## src/rtl/traffic_phase_arbiter.sv

```systemverilog
// Intersection phase controller: shares green between N/S, E/W and a
// pedestrian walk phase, with min/max green, yellow and all-red timing.
module traffic_phase_arbiter #(
    parameter int CLK_DIV   = 50_000_000,
    parameter int MIN_GREEN = 10,
    parameter int MAX_GREEN = 30,
    parameter int YELLOW    = 3,
    parameter int ALL_RED   = 2,
    parameter int WALK      = 8
) (
    input  logic       clk,
    input  logic       rst_n,
    input  logic       req_ns,
    input  logic       req_ew,
    input  logic       ped_req,
    output logic [2:0] light_N,
    output logic [2:0] light_S,
    output logic [2:0] light_E,
    output logic [2:0] light_W,
    output logic       ped_walk,
    output logic [2:0] phase
);

    localparam int PW   = $clog2(CLK_DIV);
    localparam int M1   = (MAX_GREEN > WALK) ? MAX_GREEN : WALK;
    localparam int M2   = (ALL_RED > YELLOW) ? ALL_RED : YELLOW;
    localparam int TMAX = (M1 > M2) ? M1 : M2;
    localparam int TW   = $clog2(TMAX + 1);

    localparam logic [PW-1:0] PRE_LAST = PW'(CLK_DIV - 1);
    localparam logic [TW-1:0] MIN_T    = TW'(MIN_GREEN - 1);
    localparam logic [TW-1:0] MAX_T    = TW'(MAX_GREEN - 1);
    localparam logic [TW-1:0] YEL_T    = TW'(YELLOW - 1);
    localparam logic [TW-1:0] RED_T    = TW'(ALL_RED - 1);
    localparam logic [TW-1:0] WALK_T   = TW'(WALK - 1);

    localparam logic [2:0] L_RED = 3'b100;
    localparam logic [2:0] L_YEL = 3'b010;
    localparam logic [2:0] L_GRN = 3'b001;

    typedef enum logic [2:0] {
        S_ALLRED = 3'd0,
        S_NS_G   = 3'd1,
        S_NS_Y   = 3'd2,
        S_EW_G   = 3'd3,
        S_EW_Y   = 3'd4,
        S_WALK   = 3'd5
    } state_e;

    state_e          state_q, state_d;
    logic [PW-1:0]   presc_q, presc_d;
    logic [TW-1:0]   t_q, t_d;
    logic            ped_pending_q, ped_pending_d;
    logic            next_dir_q, next_dir_d;
    logic            tick;
    logic            ns_go;
    logic            ew_go;
    logic            green;
    logic            changing;

    assign tick  = (presc_q == PRE_LAST);
    assign green = (state_q == S_NS_G) || (state_q == S_EW_G);

    // Leave green only when someone else is waiting: gap-out or max-out.
    assign ns_go = (req_ew || ped_pending_q) &&
                   (((t_q >= MIN_T) && !req_ns) || (t_q >= MAX_T));
    assign ew_go = (req_ns || ped_pending_q) &&
                   (((t_q >= MIN_T) && !req_ew) || (t_q >= MAX_T));

    always_comb begin
        state_d = state_q;
        if (tick) begin
            case (state_q)
                S_ALLRED: if (t_q == RED_T)
                    state_d = ped_pending_q ? S_WALK :
                              (next_dir_q ? S_EW_G : S_NS_G);
                S_NS_G: if (ns_go) state_d = S_NS_Y;
                S_NS_Y: if (t_q == YEL_T) state_d = S_ALLRED;
                S_EW_G: if (ew_go) state_d = S_EW_Y;
                S_EW_Y: if (t_q == YEL_T) state_d = S_ALLRED;
                S_WALK: if (t_q == WALK_T)
                    state_d = next_dir_q ? S_EW_G : S_NS_G;
                default: state_d = S_ALLRED;
            endcase
        end
    end

    assign changing = (state_d != state_q);

    always_comb begin
        presc_d = tick ? '0 : presc_q + 1'b1;

        t_d = t_q;
        if (changing)
            t_d = '0;
        else if (tick && !(green && (t_q == MAX_T)))
            t_d = t_q + 1'b1;

        // Entry to WALK wins over a same-cycle button press.
        ped_pending_d = ped_pending_q;
        if (changing && (state_d == S_WALK))
            ped_pending_d = 1'b0;
        else if (ped_req && (state_q != S_WALK))
            ped_pending_d = 1'b1;

        next_dir_d = next_dir_q;
        if (changing && (state_d == S_NS_Y))
            next_dir_d = 1'b1;
        else if (changing && (state_d == S_EW_Y))
            next_dir_d = 1'b0;
    end

    always_ff @(posedge clk or negedge rst_n) begin
        if (!rst_n) begin
            state_q       <= S_ALLRED;
            presc_q       <= '0;
            t_q           <= '0;
            ped_pending_q <= 1'b0;
            next_dir_q    <= 1'b0;
        end else begin
            state_q       <= state_d;
            presc_q       <= presc_d;
            t_q           <= t_d;
            ped_pending_q <= ped_pending_d;
            next_dir_q    <= next_dir_d;
        end
    end

    always_comb begin
        light_N  = L_RED;
        light_S  = L_RED;
        light_E  = L_RED;
        light_W  = L_RED;
        ped_walk = 1'b0;
        case (state_q)
            S_NS_G: begin
                light_N = L_GRN;
                light_S = L_GRN;
            end
            S_NS_Y: begin
                light_N = L_YEL;
                light_S = L_YEL;
            end
            S_EW_G: begin
                light_E = L_GRN;
                light_W = L_GRN;
            end
            S_EW_Y: begin
                light_E = L_YEL;
                light_W = L_YEL;
            end
            S_WALK:  ped_walk = 1'b1;
            default: ped_walk = 1'b0;
        endcase
    end

    assign phase = state_q;

endmodule

```

## config.mk

```make
export PLATFORM = sky130hd
export DESIGN_NAME = traffic_phase_arbiter
export DESIGN_NICKNAME = d
export VERILOG_FILES = /design/src/rtl/traffic_phase_arbiter.sv
export SDC_FILE = /design/constraint.sdc
export NUM_CORES = 1
export LEC_CHECK = 0
export ABC_AREA = 1
export CORE_UTILIZATION = 60
export CTS_BUF_LIST = sky130_fd_sc_hd__clkbuf_8
export DETAILED_ROUTE_END_ITERATION = 16
export DONT_BUFFER_PORTS = 1
export GPL_TIMING_DRIVEN = 0
export PLACE_DENSITY = 0.79
export SETUP_SLACK_MARGIN = 0.4
export SYNTH_ARGS = -nofsm -noshare
export SYNTH_HDL_FRONTEND = slang
export SYNTH_SLANG_ARGS = --single-unit
```

## constraint.sdc

```tcl
create_clock -name clk -period 1.91 [get_ports clk]
set_clock_uncertainty 0.2 [all_clocks]
set_input_delay 0.191 -clock clk [delete_from_list [all_inputs] [get_ports clk]]
set_output_delay 0.191 -clock clk [all_outputs]
set_load 0.1 [all_outputs]
```

==> results of run 1 <==
## path summary, 6_finish.rpt
kind                                   from     endpoint  slack [ns]  depth (start not counted)
worst max-delay path               phase[2]   light_S[2]       -1.51                          4
worst min-delay path                  rst_n   presc_q[0]        0.13                          2
worst max register to register     phase[0]   next_dir_q       -1.33                         14
worst min register to register  presc_q[24]  presc_q[24]        0.37                          2
max in group asynchronous             rst_n     phase[0]        1.13                          2
min in group clk                     req_ew     phase[1]        0.35                          7
## sequential cells by signal, indices dropped and copies added, names as in the netlist
register,count
t_q,5
presc_q,26
next_dir_q,1
ped_pending_q,1
phase,3
## layout by cell type (no fill, tap or decap), drive strengths merged
cell type / count
o21ai: 9
a211oi: 2
clkbuf: 6
nand3: 25
and3: 2
a21oi: 17
nor2: 49
o21a: 1
dfrtp: 36
nand3b: 2
dlygate4sd3: 2
inv: 53
nand4: 12
o21bai: 2
clkinvlp: 2
buf: 51
ha: 4
nor4: 3
nand2: 66
a31oi: 3
a21o: 1
or2: 2
nor3: 18
clkinv: 3
xor2: 9
## power groups by stage
stage | clock (uW) | combinational, uW | sequential [uW]
after CTS | 576 | 26.4 | 762
after global routing | 610 | 30.7 | 761
final | 588 | 27.6 | 762
after floorplan | 0 | 2.31 | 777
after detailed placement | 0 | 2.70 | 777
after global placement | 0 | 2.60 | 777
## area by class of cell
| cell class | instances | area, sq um |
|---|---|---|
| plain buffers | 6 | 108 |
| clock buffers | 6 | 82.6 |
| clock inverters | 2 | 11.3 |
| fillers | 129 | 297 |
| inverters | 56 | 248 |
| multi-input cells | 227 | 1610 |
| flip-flops and latches | 36 | 912 |
| well taps | 48 | 60.1 |
| repair buffers | 47 | 469 |
## timing repair
item / in CTS / in global routing
pin swaps: 18 / 34
hold buffers: 3 / 0
gates resized for setup: 33 / 50
endpoints found under the setup margin: 46 / 46
setup buffers: 24 / 20
endpoints found under the hold margin: 37 / 0
## routing by layer
| layer | wire length, um | track usage (%) | up-vias |
|---|---|---|---|
| met5 | 0 | 0 | - |
| met4 | 921 | 10.9 | 0 |
| met3 | 1300 | 7.93 | 127 |
| met2 | 4330 | 50.5 | 310 |
| met1 | 3280 | 42.6 | 1331 |
| li1 | - | - | 1159 |
## critical path, cell delays in order, from the launching register on
cell,delay [ns]
dfrtp_4,0.67
nor3_4,0.96
or2_4,0.28
clkinvlp_4,0.44
buf_12,0.36
## cells by family (layout without fill, tap and decap cells)
kind of cell / count (synthesis) / after routing
DFF: 36 / 36
and+or+nand+nor: 179 / 179
buffers and inverters: 62 / 117
AOI/OAI and AO/OA: 35 / 35
adders and majority gates: 4 / 4
xor gates and xnor gates: 9 / 9
## stage by stage
stage                     setup slack, ns  instance area [sq um]  total power, uW
after floorplan                     -1.14                   2640              779
after global placement              -1.26                   2700              780
after detailed placement            -1.26                   2700              780
after CTS                           -1.49                   3170             1360
after global routing                -1.55                   3500             1400
final                               -1.51                   3500             1380
==> flow_summary.ini, run 1 <==
[yosys]
syn_inst = 325
yosys.area_share.simple_pct = 39.3
yosysTopAreaCellShare_pct = 36.7
synth_compound_area_share_pct = 8.35
yosysUniqueCellTypes = 37
synth.most_common_cell = nand2_1
synth_edf_count = 0
synth_flop_cell = dfrtp_1
synth_xor_area_share_pct = 3.21
synth.area.mux_share_pct = 0
yosysWarningCount = 0
syn_area_sq_um = 2460
avgSynthCellArea_sq_um = 7.56
async_flop_share_pct = 100
synth_seq_cells = 36
yosysSeqAreaShare_pct = 36.7
yosys.area.top_type = dfrtp_1
synthTopCellsByArea = dfrtp_1 37%, nand2_1 8.4%, inv_1 6.7%
synth_top_family_by_area = simple AND/OR/NAND/NOR gates
synth_nets = 334
netlist_top_cells_count = 55 x nand2_1, 44 x inv_1, 36 x dfrtp_1, 36 x nor2_1, 19 x nand3_1
synth_adder_area_share_pct = 2.04

[placement]
numPlacedInstances = 373
gp_congestion = 0.876
dp_hpwl_mm = 4.01
port_buffers = 0

[finish]
area_delta_synth_final_pct = 42.6
drive_gt1_share_pct = 44.2
diodes = 0
fin_cells = 428
final_util_pct = 92.2
finalNetCount = 388

[power]
p_seq_share_pct = 55.3
vdd_drop_max_uv = 350
swShare_pct = 23.2
combinationalPowerShare_pct = 2.0
internal-power_uw = 1060
p_leak_uw = 0.00170
cellPowerDensity_nw_per_um2 = 393
p_switching_uw = 320
clock_power_share_pct = 42.7

[grt]
grt.total_usage_pct = 32.0
grt_pass1_wl_mm = 10.3
grt_start_max_net_pins = 37
antenna_found_initial = 0
grt_pass1_vias = 2198
overflow = 0

[worst_setup_path]
crit_required_ns = 1.52
cp-end-kind = primary output
crit_arrival_ns = 3.02
crit_type = reg -> out
crit_path_max_fanout = 8
start_kind = flip-flop

[clock_tree]
root_buffer = clkbuf_8
cts-buffers-inserted = 5
clkSlewWorstSetupHoldPaths_ns = 0.08
clock_sinks = 36
clk_latency_ns = 0.31
cts.path.max_buffers = 2
htreeDepth = 2
cts_tree = built

[status]
violations = negative setup slack
status = finished, violations left

[sta]
setup_tns_ns = -25.99
clock.fmax_ghz = 0.293
timing.final.crit_period_ns = 3.42
worst_pin_slew_ns = 1.19
drv_slew = 0
hold_slack_ns = 0.130
setup_ws_ns = -1.51
max-slew-margin-rel_pct = 20.2
hold_viol_final = 0
min_period_over_period_pct = 179
setup_violations = 42
rsz0062_at_grt = true

[floorplan]
fp.dieH_um = 66.0
boundaryPins = 21
core_sq_um = 3800
die_area_sq_um = 4350
initial_utilization_pct = 64.7
rows = 22
die_w_um = 66.0

[route]
drtIter0Drc = 417
viasPerCell = 6.84
final_antenna_net_count = 0
wl_per_cell_um = 23.0
vias = 2927
drc_errors = 0
first_pass_iters = 5
wl_mm = 9.83

[flow_run]
cap_violations = 0

[worst_hold_path]
hold_path.class = in -> async
(Power assumes the default switching activity.)
==> run 2, diff against run 1 <==
Settings changed: CORE_ASPECT_RATIO from default to 1.2.
==> run 2 against run 1 <==
Compared with the run above:
- the flow finishes with violations (design-rule violations, negative setup slack)
- flip-flop and latch count unchanged
- sequential power about the same
- clock power down 6.5%
- die area about the same
- worst hold slack better by 0.024 ns
- first-iteration DRC count down 48%
- largest power group unchanged
- highest routed layer unchanged
==> flow_summary.ini, run 2 (synthesis results as in run 1) <==
[worst_setup_path]
crit_required_ns = 1.52
crit_path_max_fanout = 8
start_kind = flip-flop
crit_type = reg -> out
crit_arrival_ns = 3.00
cp-end-kind = primary output

[finish]
largest_reg_flops = 26
final_cell_mix = 50 x nand2_1, 33 x inv_1, 27 x nor2_1
largest-register = presc_q
final_util_pct = 88.3
ff_latch_area_sq_um = 922
final_common_cell = nand2_1
nFillCells = 188
finalNetCount = 379
drive_gt1_share_pct = 45.3
multiInputGateArea_sq_um = 1640
diodes = 0
area_delta_synth_final_pct = 41.7

[placement]
dp_hpwl_mm = 3.90
gp_congestion = 0.843
port_buffers = 0
dp_slack_ns = -1.25

[floorplan]
core_sq_um = 3940
die_w_um = 60.4
initial_utilization_pct = 62.3
boundaryPins = 21
fp.dieH_um = 72.1
rows = 25
die_area_sq_um = 4350

[clock_tree]
cts_tree = built
htreeDepth = 2
clock_sinks = 36
cts-buffers-inserted = 5
clk_latency_ns = 0.29
clkSlewWorstSetupHoldPaths_ns = 0.07
cts.path.max_buffers = 2
root_buffer = clkbuf_8

[sta]
max-slew-margin-rel_pct = 22.4
setup_violations = 30
clock.fmax_ghz = 0.295
setup_ws_ns = -1.48
drv_slew = 0
timing.final.crit_period_ns = 3.39
rsz0062_at_grt = true
setup_tns_ns = -20.19
hold_viol_final = 0
worst_pin_slew_ns = 1.16
hold_slack_ns = 0.154
min_period_over_period_pct = 178

[power]
cellPowerDensity_nw_per_um2 = 384
p_seq_share_pct = 56.9
p_leak_uw = 0.00166
swShare_pct = 21.3
total_power_uw = 1340
p_switching_uw = 285
combinationalPowerShare_pct = 1.9
vdd_drop_max_uv = 516
internal-power_uw = 1050
clock_power_share_pct = 41.1

[status]
violations = design-rule violations, negative setup slack
status = finished, violations left

[route]
dr_wl_met2_mm = 4.09
vias = 2529
drt-met1-wl_mm = 2.60
final_antenna_net_count = 0
viasPerCell = 5.95
drc_errors = 2
wl_mm = 7.59
top_layer = met4
first_pass_iters = 10
wl_per_cell_um = 17.9
drtIter0Drc = 215
wl_met3_um = 531

[worst_hold_path]
hold_path.class = in -> async

[grt]
overflow = 0
antenna_found_initial = 0
grt.total_usage_pct = 31.9
grt_pass1_wl_mm = 10.2
grt_pass1_vias = 2284
grt_start_max_net_pins = 37

[flow_run]
cap_violations = 0
==> run 2: changes by cell type in the layout (fill, tap and decap cells not counted), moves of 2 or more <==
cell / before / now
dfrtp_1: 33 / 25
dfrtp_2: 0 / 8
buf_6: 21 / 14
nor2_2: 14 / 8
inv_1: 38 / 33
inv_2: 10 / 15
nor2_1: 22 / 27
buf_4: 22 / 18
inv_8: 0 / 2
nand2_2: 14 / 12
==> run 2: area by class of cell <==
class | count | area share (%)
Multi-Input combinational cell | 227 | 47.2
Sequential cell | 36 | 26.5
Timing Repair Buffer | 37 | 10.9
Inverter | 56 | 7.48
Buffer | 6 | 3.09
Clock buffer | 6 | 2.37
Tap cell | 54 | 1.94
Timing Repair inverter | 1 | 0.252
Clock inverter | 2 | 0.216
==> run 2: metrics by stage <==
| stage | cells | cell area [sq um] |
|---|---|---|
| 6_report | 425 | 3480 |
| 5_1_grt | 425 | 3480 |
| 4_1_cts | 410 | 3170 |
| 3_5_place_dp | 379 | 2710 |
| 3_3_place_gp | 379 | 2710 |
| 2_1_floorplan | 325 | 2640 |
==> run 2: critical path, stage by stage (launching register included) <==
cell and delay (ns):
dfrtp_4 0.67, nor3_4 0.96, or2_4 0.27, clkinvlp_4 0.44, buf_12 0.36
==> run 2: power by group through the flow <==
stage	clock, uW	combinational, uW	sequential, uW
6_report	550	25.7	762
5_1_grt	576	29.8	761
4_1_cts	552	26.2	762
3_5_place_dp	0	2.62	777
3_3_place_gp	0	2.51	777
2_1_floorplan	0	2.31	777
==> run 2: worst paths after layout <==
path	start	end	slack (ns)	cells after the start
setup / recovery	phase[2]	light_S[2]	-1.48	4
hold / removal	rst_n	presc_q[0]	0.15	2
setup reg to reg	phase[0]	next_dir_q	-1.27	14
hold reg to reg	presc_q[4]	presc_q[4]	0.37	2
max in group asynchronous	rst_n	phase[0]	1.15	2
min in group clk	req_ew	phase[1]	0.19	6
==> run 2: repair_timing <==
action                                 CTS  global route
pin swaps                               12            18
gates resized for setup                 45            48
hold buffers                             3             0
endpoints found under the hold margin   37             0
gates cloned                             0             1
buffers inserted                        20            14
setup endpoints to repair               46            46
==> run 2: per-layer routing <==
layer,GRT usage [%],vias to the layer above
met5,0,-
met4,20.7,0
met3,5.53,39
met2,54.8,163
met1,35.1,1188
li1,-,1139
